## src/rtl/imem_arbiter.sv

```systemverilog
// imem_arbiter: shares the single-port instruction memory between fetch
// and the loader; fetch has priority, a starvation counter protects the loader.
module imem_arbiter #(
  parameter int ADDR_WIDTH = 16,
  parameter int MAX_WAIT   = 4,
  parameter int CNT_WIDTH  = 16
) (
  input  logic                  i_clk,
  input  logic                  i_reset,
  input  logic                  i_f_req,
  input  logic [ADDR_WIDTH-1:0] i_f_addr,
  output logic                  o_f_gnt,
  output logic                  o_f_rvalid,
  output logic [31:0]           o_f_rdata,
  input  logic                  i_l_req,
  input  logic                  i_l_wren,
  input  logic [ADDR_WIDTH-1:0] i_l_addr,
  input  logic [31:0]           i_l_wdata,
  input  logic [3:0]            i_l_bmask,
  input  logic                  i_l_lock,
  output logic                  o_l_gnt,
  output logic                  o_l_rvalid,
  output logic [31:0]           o_l_rdata,
  output logic [ADDR_WIDTH-1:0] o_mem_addr,
  output logic [31:0]           o_mem_wdata,
  output logic [3:0]            o_mem_bmask,
  output logic                  o_mem_wren,
  input  logic [31:0]           i_mem_rdata,
  output logic [CNT_WIDTH-1:0]  o_conflict_cnt
);

  typedef enum logic {
    SHARED = 1'b0,
    LOCKED = 1'b1
  } state_e;

  localparam logic [3:0] WAIT_MAX = 4'(MAX_WAIT);
  localparam logic [CNT_WIDTH-1:0] CNT_ONE = CNT_WIDTH'(1);

  state_e               state_q, state_d;
  logic [3:0]           wait_q, wait_d;
  logic                 f_pend_q, f_pend_d;
  logic                 l_pend_q, l_pend_d;
  logic [CNT_WIDTH-1:0] cnt_q, cnt_d;
  logic                 starved;
  logic                 shared;

  assign starved = (wait_q == WAIT_MAX);
  assign shared  = (state_q == SHARED);

  always_ff @(posedge i_clk) begin
    if (i_reset) begin
      state_q <= SHARED;
    end else begin
      state_q <= state_d;
    end
  end

  always_comb begin
    state_d = state_q;
    unique case (state_q)
      SHARED: if (o_l_gnt && i_l_lock) state_d = LOCKED;
      LOCKED: if (!i_l_lock) state_d = SHARED;
      default: state_d = SHARED;
    endcase
  end

  // Locked mode blocks fetch even while the loader is idle.
  always_comb begin
    o_f_gnt = 1'b0;
    o_l_gnt = 1'b0;
    unique case (1'b1)
      !shared: o_l_gnt = i_l_req;
      shared && i_l_req && (starved || !i_f_req):
        o_l_gnt = 1'b1;
      default: o_f_gnt = i_f_req;
    endcase
  end

  always_comb begin
    o_mem_addr  = i_f_addr;
    o_mem_wdata = 32'd0;
    o_mem_bmask = 4'd0;
    o_mem_wren  = 1'b0;
    if (o_l_gnt) begin
      o_mem_addr  = i_l_addr;
      o_mem_wdata = i_l_wdata;
      o_mem_bmask = i_l_bmask;
      o_mem_wren  = i_l_wren;
    end
  end

  always_comb begin
    wait_d = 4'd0;
    if (i_l_req && !o_l_gnt) begin
      wait_d = starved ? wait_q : wait_q + 4'd1;
    end
    f_pend_d = o_f_gnt;
    l_pend_d = o_l_gnt && !i_l_wren;
    cnt_d    = cnt_q;
    if (i_f_req && !o_f_gnt && !(&cnt_q)) begin
      cnt_d = cnt_q + CNT_ONE;
    end
  end

  always_ff @(posedge i_clk) begin
    if (i_reset) begin
      wait_q   <= 4'd0;
      f_pend_q <= 1'b0;
      l_pend_q <= 1'b0;
      cnt_q    <= '0;
    end else begin
      wait_q   <= wait_d;
      f_pend_q <= f_pend_d;
      l_pend_q <= l_pend_d;
      cnt_q    <= cnt_d;
    end
  end

  assign o_f_rvalid     = f_pend_q;
  assign o_l_rvalid     = l_pend_q;
  assign o_f_rdata      = i_mem_rdata;
  assign o_l_rdata      = i_mem_rdata;
  assign o_conflict_cnt = cnt_q;

endmodule

```

## config.mk

```make
export PLATFORM = sky130hd
export DESIGN_NAME = imem_arbiter
export DESIGN_NICKNAME = d
export VERILOG_FILES = /design/src/rtl/imem_arbiter.sv
export SDC_FILE = /design/constraint.sdc
export NUM_CORES = 1
export LEC_CHECK = 0
export CORE_AREA = 2 2 95 97
export CTS_CLUSTER_DIAMETER = 100
export DETAILED_ROUTE_END_ITERATION = 7
export DIE_AREA = 0 0 97 99
export PLACE_DENSITY_LB_ADDON = 0.25
export SLEW_MARGIN = 20
export SYNTH_ARGS = -nofsm -noshare
export SYNTH_HDL_FRONTEND = slang
export SYNTH_SLANG_ARGS = --single-unit
export TNS_END_PERCENT = 30
```

## constraint.sdc

```tcl
create_clock -name i_clk -period 3.06 [get_ports i_clk]
set_input_delay 0.612 -clock i_clk [delete_from_list [all_inputs] [get_ports i_clk]]
set_output_delay 0.612 -clock i_clk [all_outputs]
set_load 0.02 [all_outputs]
```

# Yosys cells after proc, flatten, opt, wreduce, memory -nomap -nowiden

Index checks and enable logic that the tools add are counted.

Add/sub/neg operators: 2
Equality and inequality tests: 1
Muxes and demuxes: 9
Bitwise logic cells: 2
Reduce and logical (&&, ||, !) cells: 16

Operators with widths:

| cell                  | number |
|---|---|
| $mux 32               | 1 |
| $add 16x1->16 const B | 1 |
| $mux 16               | 1 |
| $reduce_and 16->1     | 1 |
| $logic_and 1x1->1     | 7 |
| $logic_not 1->1       | 5 |
| $add 4x1->4 const B   | 1 |
| $eq 4x3->1 const B    | 1 |
| $mux 1                | 4 |
| $mux 4                | 1 |
| $pmux 1 s2            | 2 |
| $reduce_or 2->1       | 2 |
| $not 1->1             | 2 |
| $logic_or 1x1->1      | 1 |

Register bits: 23
Input bits: 106
Output and inout port bits: 137
Word-level logic and storage cells: 35

# Logic depth before layout (Yosys ltp)

Gate-level depths: netlist (run 1).

Depth after elaboration: 8
Mapped depth: 8
Depth with buffers taken out: 6

# Least setup slack after synthesis (run 1)

Ideal clock, no wire load.

Path type: input -> output
From: in i_f_req
To: out o_mem_addr[10]
Arrival: 1.768 ns
Required time: 2.448 ns
Path slack: 0.680 ns
Stages: 6
Buffers on the path: 2
Path through: nand2b_1 -> nand2b_1 -> and2_1 -> buf_2 -> buf_4 -> mux2_1

Cells in the longest elaborated chain, start to end: 5

RTL lines:

| item               | line | source |
|---|---|---|
| start: declaration | 10   | `input logic i_f_req,` |
| $logic_not 1->1    | 74   | `shared && i_l_req && (starved \|\| !i_f_req):` |
| $logic_or 1x1->1   | 74   |  |
| $logic_and 1x1->1  | 74   |  |
| $pmux 1 s2         | 72   | `unique case (1'b1)` |
| named net o_l_gnt  | 21   | `output logic o_l_gnt,` |
| $mux 16            | 85   | `if (o_l_gnt) begin` |
| end: declaration   | 24   | `output logic [ADDR_WIDTH-1:0] o_mem_addr,` |

The timed path passes the listed nets, and every way through them passes these cells.

# Worst setup path after layout (run 1)

From: in i_f_req
To: out o_mem_addr[11]

Cells in the longest elaborated chain, start to end: 5

RTL lines:

| item              | line |
|---|---|
| $logic_not 1->1   | 74 |
| $logic_or 1x1->1  | 74 |
| $logic_and 1x1->1 | 74 |
| $pmux 1 s2        | 72 |
| $mux 16           | 85 |

No other way between the ends.

==> results of run 1 <==
worst paths after layout:
check	from	cells past startpoint	slack (ns)	to
setup / recovery	i_f_req	7	0.11	o_mem_addr[11]
hold / removal	wait_q[0]	1	0.47	wait_q[0]
setup reg to reg	o_conflict_cnt[0]	6	1.00	o_conflict_cnt[2]
hold reg to reg	wait_q[0]	1	0.47	wait_q[0]
power by group through the flow:
stage	Sequential (uW)	Clock, uW	Combinational, uW
after floorplan	313	0	237
after global placement	311	0	311
after detailed placement	311	0	312
after CTS	304	198	301
after global routing	305	213	316
final	304	191	295
state kept, by name, summed over array words and instances, names as in the netlist:
name / flops
wait_q: 4
o_l_rvalid: 1
o_conflict_cnt: 16
o_f_rvalid: 1
state_q: 1
stage by stage:
stage                     area (um^2)  worst slack (ns)  util (%)
after CTS                        3250            0.0144      38.0
after floorplan                  2100             0.680         -
final                            3280             0.110      38.4
after detailed placement         3220            -0.160      37.7
after global routing             3280            0.0275      38.4
after global placement           3220            -0.121      37.7
layout by cell type, fill, tap and decap left out, types with 4 or more instances in the layout:
cell             count
clkbuf_2            11
inv_1                4
nand3_1              7
and3_1              39
o31ai_1              9
buf_4                7
nand2_1              4
nor3_1               5
nor2_1               6
dlymetal6s2s_1      21
or3_1                4
dfxtp_1             23
clkdlybuf4s50_1    109
a21oi_1             16
dlygate4sd2_1        4
or4_1                7
mux2_1              16
o21ai_0              4
area by class of cell:
type / count / area [um^2] / share of cell area [%]
sequential: 23 / 460 / 14.0
inverter: 4 / 15.0 / 0.457
multi-input combinational: 153 / 1080 / 32.9
clock buffer: 4 / 45.0 / 1.37
tap: 108 / 135 / 4.12
timing repair buffer: 155 / 1550 / 47.1
cells by family (layout without fill, tap and decap cells):
kind of cell             after synthesis  count (layout)  share of synthesized area [%]
AND/OR/NAND/NOR                       93              93                           27.7
AO/OA/AOI/OAI                         41              41                           12.9
buffers and inverters                 83             163                           27.2
multiplexers                          16              16                           8.56
flip-flops                            23              23                           21.9
adder cells (fa/ha/maj)                3               3                           1.78
repair_timing:
action,in CTS,in global routing
endpoints found under the setup margin,38,51
gates resized for setup,17,47
gates cloned,0,0
endpoints found under the hold margin,0,0
critical path: stages:
cell             delay, ns
clkdlybuf4s50_1       0.51
nand2b_1              0.09
nand2b_4              0.16
and2_1                0.18
buf_12                0.16
mux2_1                0.30
dlygate4sd2_1         0.32
layer usage:
| layer | track usage, % | up-vias |
|---|---|---|
| li1 | - | 1036 |
| met1 | 16.0 | 947 |
| met2 | 23.5 | 86 |
| met3 | 4.40 | 14 |
| met4 | 4.12 | 0 |
| met5 | 0 | - |
==> flow_summary.ini, run 1 <==
[outcome]
status = finished clean

[critical_path]
worstSetupPathType = input port to output port
cp.required_ns = 2.45
worstPathMaxFanout = 17
cp.arrival_ns = 2.34
cp-end-kind = output port
cp-start-kind = input port

[yosys]
synth.most_common_cell = buf_4
synth_area_um2 = 2100
ys_seq_elements = 23
ys_seq_area_share_pct = 21.9
synth_common_cells = buf_4 (67), and3_1 (39), dfxtp_1 (23), a21oi_1 (16), mux2_1 (16)
synth_ff_type = dfxtp_1
synth_area_leaders = buf_4 (24%), dfxtp_1 (22%), and3_1 (12%)
ys.warnings.count = 0
synth_nets = 368
synthDistinctLibCells = 39
synth_top_area_share_pct = 23.9
synth.avg_cell_area_um2 = 8.13
synth_top_area_cell = buf_4
syn_inst = 259
synthArstFlopShare_pct = 0
synth-edff-count = 0

[floorplan]
start_util_pct = 24.6
die_h_um = 99
die_area_um2 = 9600
die_x_um = 97
rows = 34
io_pins = 243
core_um2 = 8550

[placement]
dp.cells = 443
place.gp.congestion = 0.792
io_buffers = 146
dp_hpwl_um = 5520

[route]
firstDrtPassIters = 4
wl_met1_um = 2710
viasPerCell = 4.66
drcViolationCount = 0
drt_iter0_markers = 104
topRoutingLayerUsed = met4
ant_nets = 0
route.met3.wl_um = 513
wl_per_cell_um = 15.5
dr_wl_met2_um = 3590
totalWireLength_um = 6940
num_vias = 2083

[cells_and_area]
syn_to_final_growth_pct = 55.9
num_antenna_cells = 0
nFillCells = 886
nets = 449
post_route_cells_drive_above_1_share_pct = 7.67
stdcell_count = 447

[pwr]
peakVddDrop_uv = 142
p_sw_uw = 226
pwr-share-clk_pct = 24.1
p_total_uw = 790
intPower_uw = 565
leakage_uw = 0.00158
p_sw_share_pct = 28.5
p_per_area_nw_per_um2 = 241
combPwrFrac_pct = 37.4
p_seq_share_pct = 38.5

[min_path]
hp-class = flip-flop to flip-flop

[job]
maxCapViolCount = 0

[clock_tree]
cts_root_buf = clkbuf_8
cts.path.max_buffers = 2
postCtsSetupBuffers = 0
cts_hold_buf = 0
clkTransAtPathRegs_ns = 0.08
clk_latency_ns = 0.26
cts_buffers = 3
cts_tree = yes
clock-sinks = 23
htree_levels = 1

[global_routing]
track_usage_pct = 13.6
grt_antenna_before_repair = 0
grt_first_pass_wirelength_um = 10800
grt_start_max_net_pins = 42
grt_pass1_vias = 2144
grt_overflow = 0

[timing]
max_freq_ghz = 0.339
fin_tns_setup_ns = 0
setup_viol = 0
min_period_ns = 2.95
drv_slew = 0
maxSlewHeadroom_pct = 58.6
fin_crit_sh_pct = 96.4
rsz0062_at_grt = no
holdWs_ns = 0.469
finClkSkew_ns = 0.00181
hold_viol = 0
worst_pin_slew_ns = 0.615
Note: power is estimated with default switching activity, not from simulation.
==> inputs of run 2 (changes only) <==
==> constraint.sdc (replaced) <==
create_clock -name i_clk -period 3.06 [get_ports i_clk]
set_input_delay 0.612 -clock i_clk [delete_from_list [all_inputs] [get_ports i_clk]]
set_output_delay 0.612 -clock i_clk [all_outputs]
set_load 0.01 [all_outputs]
==> run 2 against run 1 <==
Compared with the run above:
- sequential power about the same
- core utilization decreased by 0.20 points
- cell count unchanged
- via count grew 0.24%
- final area shrank 0.53%
- worst hold slack lost 0.0031 ns
- clock skew up 0.0058 ns
- sequential share of layout area rose by 0.075 points
- non-clock buffer count stayed put
- largest cell class unchanged
- largest power group unchanged
==> flow_summary.ini, run 2 (same netlist as run 1, synthesis figures left out) <==
[cells_and_area]
largest_reg_flops = 16
nets = 449
num_antenna_cells = 0
syn_to_final_growth_pct = 55.1
final_common_cell = clkdlybuf4s50_1
mostFrequentLayoutCells = clkdlybuf4s50_1 (130), and3_1 (39), dfxtp_1 (23)
post_route_cells_drive_above_1_share_pct = 4.42
final_area_um2 = 3260
stdcell_count = 447

[clock_tree]
htree_levels = 1
clock-sinks = 23
cts_root_buf = clkbuf_8
cts_buffers = 3
clkTransAtPathRegs_ns = 0.08
cts.path.max_buffers = 2
cts_hold_buf = 0
cts_tree = yes
clk_latency_ns = 0.27

[pwr]
peakVddDrop_uv = 143
leakage_uw = 0.00125
p_per_area_nw_per_um2 = 233

[timing]
setup_viol = 0
worst_pin_slew_ns = 0.622
drv_slew = 0
min_period_ns = 2.93
fin_crit_sh_pct = 95.8
hold_viol = 0
max_freq_ghz = 0.341
maxSlewHeadroom_pct = 58.2
finClkSkew_ns = 0.00759
rsz0062_at_grt = no

[placement]
io_buffers = 146
dp_hpwl_um = 5490
place.gp.congestion = 0.792
placed_cell_area_um2 = 3220
dp.cells = 443

[floorplan]
start_util_pct = 24.6
die_x_um = 97
rows = 34
core_um2 = 8550
io_pins = 243
die_h_um = 99
die_area_um2 = 9600

[critical_path]
worstSetupPathType = input port to output port
cp-end-kind = output port
cp-start-kind = input port
crit_family = buffers and inverters
crit_cells = 7
cp.required_ns = 2.45
slowest_delay_ns = 0.51
cp_num_buf_inv = 3
rrSetupSlack_ns = 0.98
worstPathMaxFanout = 17
cp_cell_sequence = clkdlybuf4s50_1 -> nand2b_1 -> nand2b_4 -> and2_1 -> buf_12 -> mux2_1 -> dlygate4sd2_1
crit_slowest_cell = clkdlybuf4s50_1
cp.arrival_ns = 2.32
rr_worst_depth = 6

[global_routing]
grt_start_max_net_pins = 42
track_usage_pct = 13.2
grt_overflow = 0
grt_pass1_vias = 2053
grt_first_pass_wirelength_um = 10500
grt_antenna_before_repair = 0

[route]
firstDrtPassIters = 4
viasPerCell = 4.67
wl_per_cell_um = 15.3
totalWireLength_um = 6850
num_vias = 2088
drcViolationCount = 0
drt_iter0_markers = 204
ant_nets = 0

[min_path]
hp-class = flip-flop to flip-flop
hold_depth = 1

[outcome]
status = finished clean

[job]
maxCapViolCount = 0
## run 2: path summary, 6_finish.rpt
| check | from | to |
|---|---|---|
| max | i_f_req | o_mem_addr[5] |
| min | wait_q[0] | wait_q[0] |
| max reg2reg | o_conflict_cnt[0] | o_conflict_cnt[2] |
| min reg2reg | wait_q[0] | wait_q[0] |
## run 2: final cells by class
cell class	count	area, um^2
Clock buffer	4	45.0
Fill cell	869	5290
Inverter	4	15.0
Multi-Input combinational cell	153	1080
Sequential cell	23	460
Tap cell	108	135
Timing Repair Buffer	155	1530
## run 2: power breakdown
| group | total [uW] | switching, uW | internal [uW] |
|---|---|---|---|
| clock | 192 | 98.7 | 93.0 |
| combinational | 266 | 91.9 | 174 |
| sequential | 304 | 2.34 | 302 |
## run 2: repair_timing
item,in CTS,in global routing
endpoints found under the setup margin,16,37
gates resized for setup,16,3
setup buffers,0,0
endpoints found under the hold margin,0,0
## run 2: metrics by stage
step	hold slack (ns)	setup TNS (ns)	utilization [%]	worst slack (ns)	power (uW)
global route	0.491	0	38.2	0.0417	803
CTS	0.474	0	38.0	0.0320	768
finish	0.466	0	38.2	0.129	762
detailed placement	0.454	-1.20	37.7	-0.0991	590
floorplan	0.430	0	-	0.749	481
global placement	0.449	-0.923	37.7	-0.0612	589
## run 2: layer usage
| metal | GRT usage [%] | wire [um] | up-vias |
|---|---|---|---|
| li1 | - | - | 1038 |
| met1 | 15.6 | 2640 | 955 |
| met5 | 0 | 0 | - |
| met3 | 4.61 | 562 | 12 |
| met4 | 2.38 | 48 | 0 |
| met2 | 23.2 | 3600 | 83 |
==> inputs of run 3 (changes only) <==
--- a/config.mk
+++ b/config.mk
@@ -7,6 +7,7 @@
 export LEC_CHECK = 0
 export CORE_AREA = 2 2 95 97
 export CTS_CLUSTER_DIAMETER = 100
+export CTS_CLUSTER_SIZE = 25
 export DETAILED_ROUTE_END_ITERATION = 7
 export DIE_AREA = 0 0 97 99
 export PLACE_DENSITY_LB_ADDON = 0.25
==> results of run 3 <==
Same layout as run 2: the final DEF is identical, and so are final timing and power.
